## src/rtl/burst_seq.sv

```systemverilog
// Burst address sequencer: walks INCR/WRAP/FIXED address bursts one beat per
// downstream handshake, with abort and a one-cycle completion pulse.
module burst_seq #(
    parameter int unsigned ADDR_WIDTH    = 8,
    parameter int unsigned COUNTER_WIDTH = 4,
    parameter int unsigned WRAP_BITS     = 2
) (
    input  logic                     clk,
    input  logic                     rst,
    input  logic                     start,
    input  logic                     abort,
    input  logic [COUNTER_WIDTH-1:0] burst_len,
    input  logic [ADDR_WIDTH-1:0]    base_addr,
    input  logic [1:0]               mode,
    input  logic                     step_ready,
    output logic                     addr_valid,
    output logic [ADDR_WIDTH-1:0]    addr,
    output logic [COUNTER_WIDTH-1:0] beat_cnt,
    output logic                     last,
    output logic                     busy,
    output logic                     done
);

    typedef enum logic [1:0] {StIdle, StRun, StDone} state_e;

    localparam logic [1:0] ModeWrap  = 2'b01;
    localparam logic [1:0] ModeFixed = 2'b10;

    // Bits that cycle inside the wrap window; the rest of the address is held.
    localparam logic [ADDR_WIDTH-1:0] WrapMask =
        {ADDR_WIDTH{1'b1}} >> (ADDR_WIDTH - WRAP_BITS);

    state_e                   state_q, state_d;
    logic [ADDR_WIDTH-1:0]    addr_q, addr_d;
    logic [COUNTER_WIDTH-1:0] cnt_q, cnt_d;
    logic [COUNTER_WIDTH-1:0] len_q, len_d;
    logic [1:0]               mode_q, mode_d;
    logic                     valid_q, valid_d;
    logic                     busy_q, busy_d;
    logic                     done_q, done_d;

    logic                     xfer;
    logic                     last_beat;
    logic [ADDR_WIDTH-1:0]    addr_inc;
    logic [ADDR_WIDTH-1:0]    addr_next;

    assign xfer      = valid_q && step_ready;
    assign last_beat = valid_q && (cnt_q == len_q);
    assign addr_inc  = addr_q + 1'b1;

    always_comb begin
        case (mode_q)
            ModeWrap:  addr_next = (addr_q & ~WrapMask) | (addr_inc & WrapMask);
            ModeFixed: addr_next = addr_q;
            default:   addr_next = addr_inc;
        endcase
    end

    always_comb begin
        state_d = state_q;
        addr_d  = addr_q;
        cnt_d   = cnt_q;
        len_d   = len_q;
        mode_d  = mode_q;
        valid_d = valid_q;
        busy_d  = busy_q;
        done_d  = 1'b0;
        case (state_q)
            StIdle: begin
                if (start && !abort) begin
                    state_d = StRun;
                    len_d   = burst_len;
                    mode_d  = mode;
                    addr_d  = base_addr;
                    cnt_d   = '0;
                    valid_d = 1'b1;
                    busy_d  = 1'b1;
                end
            end
            StRun: begin
                // Abort wins even over a final-beat transfer in the same cycle.
                if (abort) begin
                    state_d = StIdle;
                    valid_d = 1'b0;
                    busy_d  = 1'b0;
                    cnt_d   = '0;
                end else if (xfer) begin
                    if (last_beat) begin
                        state_d = StDone;
                        valid_d = 1'b0;
                        busy_d  = 1'b0;
                        done_d  = 1'b1;
                    end else begin
                        cnt_d  = cnt_q + 1'b1;
                        addr_d = addr_next;
                    end
                end
            end
            StDone: begin
                state_d = StIdle;
            end
            default: begin
                state_d = StIdle;
                valid_d = 1'b0;
                busy_d  = 1'b0;
            end
        endcase
    end

    always_ff @(posedge clk or negedge rst) begin
        if (!rst) begin
            state_q <= StIdle;
            addr_q  <= '0;
            cnt_q   <= '0;
            len_q   <= '0;
            mode_q  <= '0;
            valid_q <= 1'b0;
            busy_q  <= 1'b0;
            done_q  <= 1'b0;
        end else begin
            state_q <= state_d;
            addr_q  <= addr_d;
            cnt_q   <= cnt_d;
            len_q   <= len_d;
            mode_q  <= mode_d;
            valid_q <= valid_d;
            busy_q  <= busy_d;
            done_q  <= done_d;
        end
    end

    assign addr_valid = valid_q;
    assign addr       = addr_q;
    assign beat_cnt   = cnt_q;
    assign last       = last_beat;
    assign busy       = busy_q;
    assign done       = done_q;

endmodule

```

## config.mk

```make
export PLATFORM = sky130hd
export DESIGN_NAME = burst_seq
export DESIGN_NICKNAME = d
export VERILOG_FILES = /design/src/rtl/burst_seq.sv
export SDC_FILE = /design/constraint.sdc
export NUM_CORES = 1
export LEC_CHECK = 0
export ABC_AREA = 1
export ABC_CLOCK_PERIOD_IN_PS = 1400
export CAP_MARGIN = 20
export CORE_AREA = 2 2 57 59
export CTS_BUF_LIST = sky130_fd_sc_hd__clkbuf_4 sky130_fd_sc_hd__clkbuf_8 sky130_fd_sc_hd__clkbuf_16
export CTS_CLUSTER_DIAMETER = 40
export DETAILED_ROUTE_END_ITERATION = 6
export DIE_AREA = 0 0 59 61
export GPL_ROUTABILITY_DRIVEN = 0
export HOLD_SLACK_MARGIN = 0.06
export PLACE_DENSITY_LB_ADDON = 0.05
export REMOVE_ABC_BUFFERS = 1
export SLEW_MARGIN = 15
export SYNTH_ARGS = -nofsm -noshare
export SYNTH_HDL_FRONTEND = slang
export SYNTH_SLANG_ARGS = --single-unit
```

## constraint.sdc

```tcl
create_clock -name clk -period 1.4 [get_ports clk]
set_input_delay 0.14 -clock clk [delete_from_list [all_inputs] [get_ports clk]]
set_output_delay 0.14 -clock clk [all_outputs]
set_load 0.02 [all_outputs]
```

==> results of run 1 <==
[layer usage]
| layer | vias up | wire length (um) | GRT usage |
|---|---|---|---|
| met5 | - | 0 | 0 |
| li1 | 725 | - | - |
| met1 | 660 | 1560 | 0.293 |
| met4 | 0 | 28 | 0.0552 |
| met3 | 4 | 160 | 0.0277 |
| met2 | 36 | 1670 | 0.346 |
[cell type report]
| class | count | area [um^2] | area share |
|---|---|---|---|
| clock buffer | 3 | 22.5 | 0.0109 |
| tap | 33 | 41.3 | 0.0200 |
| sequential | 22 | 551 | 0.267 |
| timing repair buffer | 62 | 541 | 0.262 |
| inverter | 25 | 93.8 | 0.0455 |
| multi-input combinational | 142 | 812 | 0.394 |
[flip-flops by register name, indices dropped and copies added (netlist names)]
name,flops
addr,8
beat_cnt,4
len_q,4
mode_q,2
state_q,2
busy,1
done,1
[power by group]
part           internal [mW]  total (mW)  switching (mW)  leakage [nW]
logic                   1.33        3.06            1.74         0.815
clock network          0.101       0.304           0.203        0.0138
registers              0.898        1.15           0.250         0.282
total                   2.32        4.51            2.19          1.11
[worst max-delay path, delay by kind of cell (launching register included)]
family / cells / cell delay, ps
and+or+nand+nor: 8 / 880
DFF: 1 / 460
[repair_timing]
item / in CTS / in global routing
gates cloned: 1 / 0
pin swaps: 1 / 11
resized for setup: 26 / 18
setup buffers: 1 / 2
endpoints found under the setup margin: 32 / 24
[logic make-up after synthesis]
| family | Yosys count | synth area share |
|---|---|---|
| adders and majority gates | 2 | 0.0179 |
| buffers and inverters | 28 | 0.0859 |
| xor gates and xnor gates | 4 | 0.0251 |
| muxes | 1 | 0.00716 |
| DFF | 22 | 0.394 |
| and+or+nand+nor | 121 | 0.404 |
| AOI/OAI and AO/OA | 13 | 0.0662 |
[worst min-delay path by stage]
stage | slack [ps] | start | end
after floorplan | -160 | rst | addr[0]
after global placement | 470 | mode_q[0] | mode_q[0]
after detailed placement | 480 | mode_q[0] | mode_q[0]
after CTS | 180 | rst | addr[7]
after global routing | 190 | rst | addr[7]
final | 170 | rst | beat_cnt[0]
[per-stage QoR]
stage          utilization  hold slack, ps  setup WS (ps)  TNS [ps]
2_1_floorplan            -            -156          -66.8      -704
3_3_place_gp         0.657             468           -134     -1870
3_5_place_dp         0.657             476           -198     -2980
4_1_cts              0.669             182          -37.5      -232
5_1_grt              0.698             188           -115     -1950
6_report             0.698             169          -39.7      -153
[placed cells by master (no fill, tap or decap)]
cell             netlist  routed
xnor2_1                2       2
nand3b_1               1       1
ha_1                   2       2
xor2_1                 2       2
nand2_1               72      65
nor2_1                14      12
nor2_4                 1       1
dlymetal6s2s_1         0       1
buf_6                  1       3
buf_2                  0       1
nand3_2                2       2
nand2_4                0       4
a211oi_4               0       1
nand3_4                1       3
nor2_8                 1       1
mux2i_1                1       1
o21ai_2                6       6
dfrtp_1               22      22
nand3_1               13      12
o21ai_1                4       4
dlygate4sd2_1          0      13
o21ai_0                1       1
buf_4                  2      26
clkbuf_4               0       3
inv_1                 21      21
clkdlybuf4s50_1        0      18
nand4_1                6       6
nand2_2                7      10
inv_2                  4       4
nor2_2                 3       5
o21bai_1               1       1
==> impl_metrics.env, run 1 <==
export IMPL_fill_cells=254
export IMPL_antenna_left=0
export IMPL_p_leak_nw=1.11
export IMPL_antenna_found_initial=0
export IMPL_cts_buffer_depth=2
export IMPL_fmax_mhz=695
export IMPL_cts_buffers=3
export IMPL_crit_top_cell="nand2_1"
export IMPL_fin_cells=287
export IMPL_finalCriticalPeriod_ps=1440
export IMPL_grt_max_degree=23
export IMPL_io_pins=35
export IMPL_drt_total_wl_um=3430
export IMPL_worstReg2RegStart="state_q[0]"
export IMPL_synth_cells=191
export IMPL_synth_common_cells="nand2_1, dfrtp_1, inv_1, nor2_1, nand3_1"
export IMPL_synth_area_leader_cell="dfrtp_1"
export IMPL_ys_top_cells_by_area="dfrtp_1, nand2_1, inv_1, nand3_1, nor2_1"
export IMPL_post_place_cells=280
export IMPL_layout_drive_gt1_share=0.276
export IMPL_cts_sinks=22
export IMPL_fp_dieW_um=59
export IMPL_first_global_vias=1320
export IMPL_skew_ps=6.13
export IMPL_drc_errors=0
export IMPL_nets=277
export IMPL_cts_tree="done"
export IMPL_insertion_delay_ps=310
export IMPL_cp_max_fo=5
export IMPL_first_pass_iters=4
export IMPL_max_stage_delay_ps=460
export IMPL_synth_edff_count=0
export IMPL_drv_slew=0
export IMPL_violations="negative setup slack"
export IMPL_cp_startpoint="state_q[0]"
export IMPL_endpoint="beat_cnt[2]"
export IMPL_synthDistinctLibCells=25
export IMPL_syn_cell_area_mm2=0.00140
export IMPL_antenna_cells=0
export IMPL_ys_warn_count=0
export IMPL_area_growth_pct=47.4
export IMPL_rr_endpoint="beat_cnt[2]"
export IMPL_hpwl_um=2530
export IMPL_rows=20
export IMPL_clkTransAtPathRegs_ps=130
export IMPL_worst_slack_ps=-39.7
export IMPL_via_per_inst=4.97
export IMPL_stdcell_area_mm2=0.00206
export IMPL_synth_seq_area_share=0.394
export IMPL_r2r_setup_slack_ps=-40
export IMPL_ys_async_sr_fraction=1.00
export IMPL_setup_violations=13
export IMPL_dieArea_mm2=0.00360
export IMPL_cts_root_buf="clkbuf_4"
export IMPL_power_density_mw_per_mm2=2190
export IMPL_cp_cell_sequence="nand2_2, nor2_4, nand2_1, nand2_2, nor2_2, nand2_4, nand2_1, nand2_1"
export IMPL_ctsHoldBuffers=0
export IMPL_syn_area_per_cell_um2=7.32
export IMPL_grt_pass1_wl_um=5790
export IMPL_ys_seq_elements=22
export IMPL_start_util=0.473
export IMPL_yosys_cell_count_top_type="nand2_1"
export IMPL_ir_worst_vdd_uv=1110
export IMPL_io_buffers=34
export IMPL_holdCritPathClass="input port to async pin"
export IMPL_crit_path_top_delay_cell="dfrtp_1"
export IMPL_critPathCaptureType="flip-flop"
export IMPL_post_route_period_util=1.03
export IMPL_coreArea_mm2=0.00295
export IMPL_rsz0062_at_grt="true"
export IMPL_hold_viol_final=0
export IMPL_synth_top_area_share=0.394
export IMPL_worstSetupStartpointType="flip-flop"
export IMPL_p_total_mw=4.51
export IMPL_crit_arrival_ps=1660
export IMPL_cap_violations=0
export IMPL_r2r_cells=8
export IMPL_tightest_slew_ps=298
export IMPL_grt_usage=0.210
export IMPL_slew_headroom=0.801
export IMPL_ys_flop_type="dfrtp_1"
export IMPL_die_height_um=61
export IMPL_drt_iter0_drc=99
export IMPL_gr_total_overflow=0
export IMPL_worstSetupPathType="flip-flop to flip-flop"
export IMPL_status="complete, but fails checks"
export IMPL_vias=1425
export IMPL_cts_max_level=1
export IMPL_routedWlPerCell_um=11.9
export IMPL_post_dp_cell_area_mm2=0.00194
export IMPL_worst_ep_required_time_ps=1620
(Power assumes the default switching activity.)
==> run 2, diff against run 1 <==
--- a/config.mk
+++ b/config.mk
@@ -16,7 +16,6 @@
 export GPL_ROUTABILITY_DRIVEN = 0
 export HOLD_SLACK_MARGIN = 0.06
 export PLACE_DENSITY_LB_ADDON = 0.05
-export REMOVE_ABC_BUFFERS = 1
 export SLEW_MARGIN = 15
 export SYNTH_ARGS = -nofsm -noshare
 export SYNTH_HDL_FRONTEND = slang
==> run 2 against run 1 <==
The run still ends with negative setup slack left. Sequential share of layout area down 0.56 points. Register-to-register slack better by 30 ps. Clock skew down 3.1 ps. First-iteration DRC count down 39%. Worst hold slack worse by 12 ps. Worst setup slack better by 30 ps. Final cell count unchanged. Non-clock buffer count down 1. Clock-buffer cell count up 1. Critical path type unchanged.
==> impl_metrics.env, run 2 (synthesized netlist as in run 1, its figures left out) <==
export IMPL_status="complete, but fails checks"
export IMPL_violations="negative setup slack"
export IMPL_nets=276
export IMPL_grt_pass1_wl_um=5910
export IMPL_worstSetupPathType="flip-flop to flip-flop"
export IMPL_hpwl_um=2580
export IMPL_post_place_cells=279
export IMPL_power_density_mw_per_mm2=2220
export IMPL_layout_drive_gt1_share=0.335
export IMPL_fmax_mhz=709
export IMPL_drt_total_wl_um=3580
export IMPL_routedWlPerCell_um=12.5
export IMPL_rsz0062_at_grt="true"
export IMPL_rr_endpoint="mode_q[1]"
export IMPL_drc_errors=0
export IMPL_r2r_cells=8
export IMPL_first_global_vias=1377
export IMPL_worst_ep_required_time_ps=1620
export IMPL_cts_sinks=22
export IMPL_first_pass_iters=4
export IMPL_start_util=0.473
export IMPL_drv_slew=0
export IMPL_io_pins=35
export IMPL_post_route_period_util=1.01
export IMPL_cts_buffer_depth=2
export IMPL_fp_dieW_um=59
export IMPL_antenna_found_initial=0
export IMPL_fill_cells=243
export IMPL_cts_root_buf="clkbuf_4"
export IMPL_gr_total_overflow=0
export IMPL_r2r_setup_slack_ps=-10
export IMPL_ir_worst_vdd_uv=1130
export IMPL_worstSetupStartpointType="flip-flop"
export IMPL_critPathCaptureType="flip-flop"
export IMPL_grt_max_degree=23
export IMPL_holdCritPathClass="input port to async pin"
export IMPL_cp_startpoint="state_q[0]"
export IMPL_cts_tree="done"
export IMPL_slew_headroom=0.801
export IMPL_p_leak_nw=1.10
export IMPL_synth_fp_nets=212
export IMPL_p_total_mw=4.71
export IMPL_insertion_delay_ps=320
export IMPL_coreArea_mm2=0.00295
export IMPL_worst_slack_ps=-9.67
export IMPL_clkTransAtPathRegs_ps=130
export IMPL_finalCriticalPeriod_ps=1410
export IMPL_grt_usage=0.218
export IMPL_drt_iter0_drc=60
export IMPL_antenna_left=0
export IMPL_antenna_cells=0
export IMPL_cp_max_fo=7
export IMPL_dieArea_mm2=0.00360
export IMPL_cts_buffers=3
export IMPL_final_cell_mix="nand2_1, buf_4, inv_1, dfrtp_1, clkdlybuf4s50_1"
export IMPL_cts_max_level=1
export IMPL_fin_cells=287
export IMPL_largest_reg_flops=8
export IMPL_vias=1432
export IMPL_ctsHoldBuffers=0
export IMPL_die_height_um=61
export IMPL_area_growth_pct=51.7
export IMPL_io_buffers=34
export IMPL_crit_arrival_ps=1630
export IMPL_hold_viol_final=0
export IMPL_skew_ps=3.03
export IMPL_setup_violations=6
export IMPL_multi_input_area_um2=871
export IMPL_via_per_inst=4.99
export IMPL_regArea_um2=554
export IMPL_rows=20
export IMPL_tightest_slew_ps=299
export IMPL_cap_violations=0
export IMPL_worstReg2RegStart="state_q[0]"
export IMPL_final_common_cell="nand2_1"
## run 2: report_power, final
| group | switching [mW] | internal (mW) |
|---|---|---|
| combinational | 1.82 | 1.37 |
| sequential | 0.270 | 0.906 |
| clock | 0.206 | 0.131 |
## run 2: critical path, stage by stage (launching register included)
cell	delay [ps]
dfrtp_2	500
nand2_4	150
nor2_4	60
nand2_2	80
nand2_2	100
inv_4	120
nand3_4	150
nand2_2	100
o21ai_2	50
## run 2: routing by layer
layer / GRT usage / routed length [um]
met1: 0.231 / 1380
met2: 0.430 / 2020
met3: 0.0277 / 127
met4: 0.0909 / 61
met5: 0 / 0
## run 2: worst max-delay path by stage
| stage | endpoint | slack (ps) | cells past startpoint |
|---|---|---|---|
| floorplan | addr[6] | 20 | 8 |
| global placement | len_q[0] | -120 | 7 |
| detailed placement | len_q[1] | -170 | 7 |
| CTS | addr[7] | -110 | 11 |
| global route | last | -110 | 6 |
| finish | mode_q[1] | -10 | 8 |
## run 2: stage by stage
stage	hold slack [ps]	TNS [ps]	instance area (um^2)	worst slack, ps	utilization
global placement	478	-1830	1940	-122	0.656
global route	179	-1130	2120	-105	0.718
floorplan	-156	0	1400	18.9	-
CTS	165	-1290	2050	-107	0.693
detailed placement	473	-2660	1940	-173	0.656
finish	157	-20.5	2120	-9.67	0.718
## run 2: timing repair
item,4_1_cts,5_1_grt
endpoints found under the setup margin,33,26
cloned,1,0
pin swaps,5,17
buffers inserted,2,2
resized for setup,43,30
endpoints found under the hold margin,0,0
## run 2: final cells by class
class	count	share of cell area
multi-input cells	142	0.411
repair buffers	61	0.249
inverters	25	0.0455
clock buffers	4	0.0142
well taps	33	0.0195
flip-flops and latches	22	0.262
==> run 3, diff against run 2 <==
--- a/config.mk
+++ b/config.mk
@@ -7,7 +7,7 @@
 export LEC_CHECK = 0
 export ABC_AREA = 1
 export ABC_CLOCK_PERIOD_IN_PS = 1400
-export CAP_MARGIN = 20
+export CAP_MARGIN = 15
 export CORE_AREA = 2 2 57 59
 export CTS_BUF_LIST = sky130_fd_sc_hd__clkbuf_4 sky130_fd_sc_hd__clkbuf_8 sky130_fd_sc_hd__clkbuf_16
 export CTS_CLUSTER_DIAMETER = 40
==> results of run 3 <==
No change in the layout: final DEF, timing and power equal those of run 2.
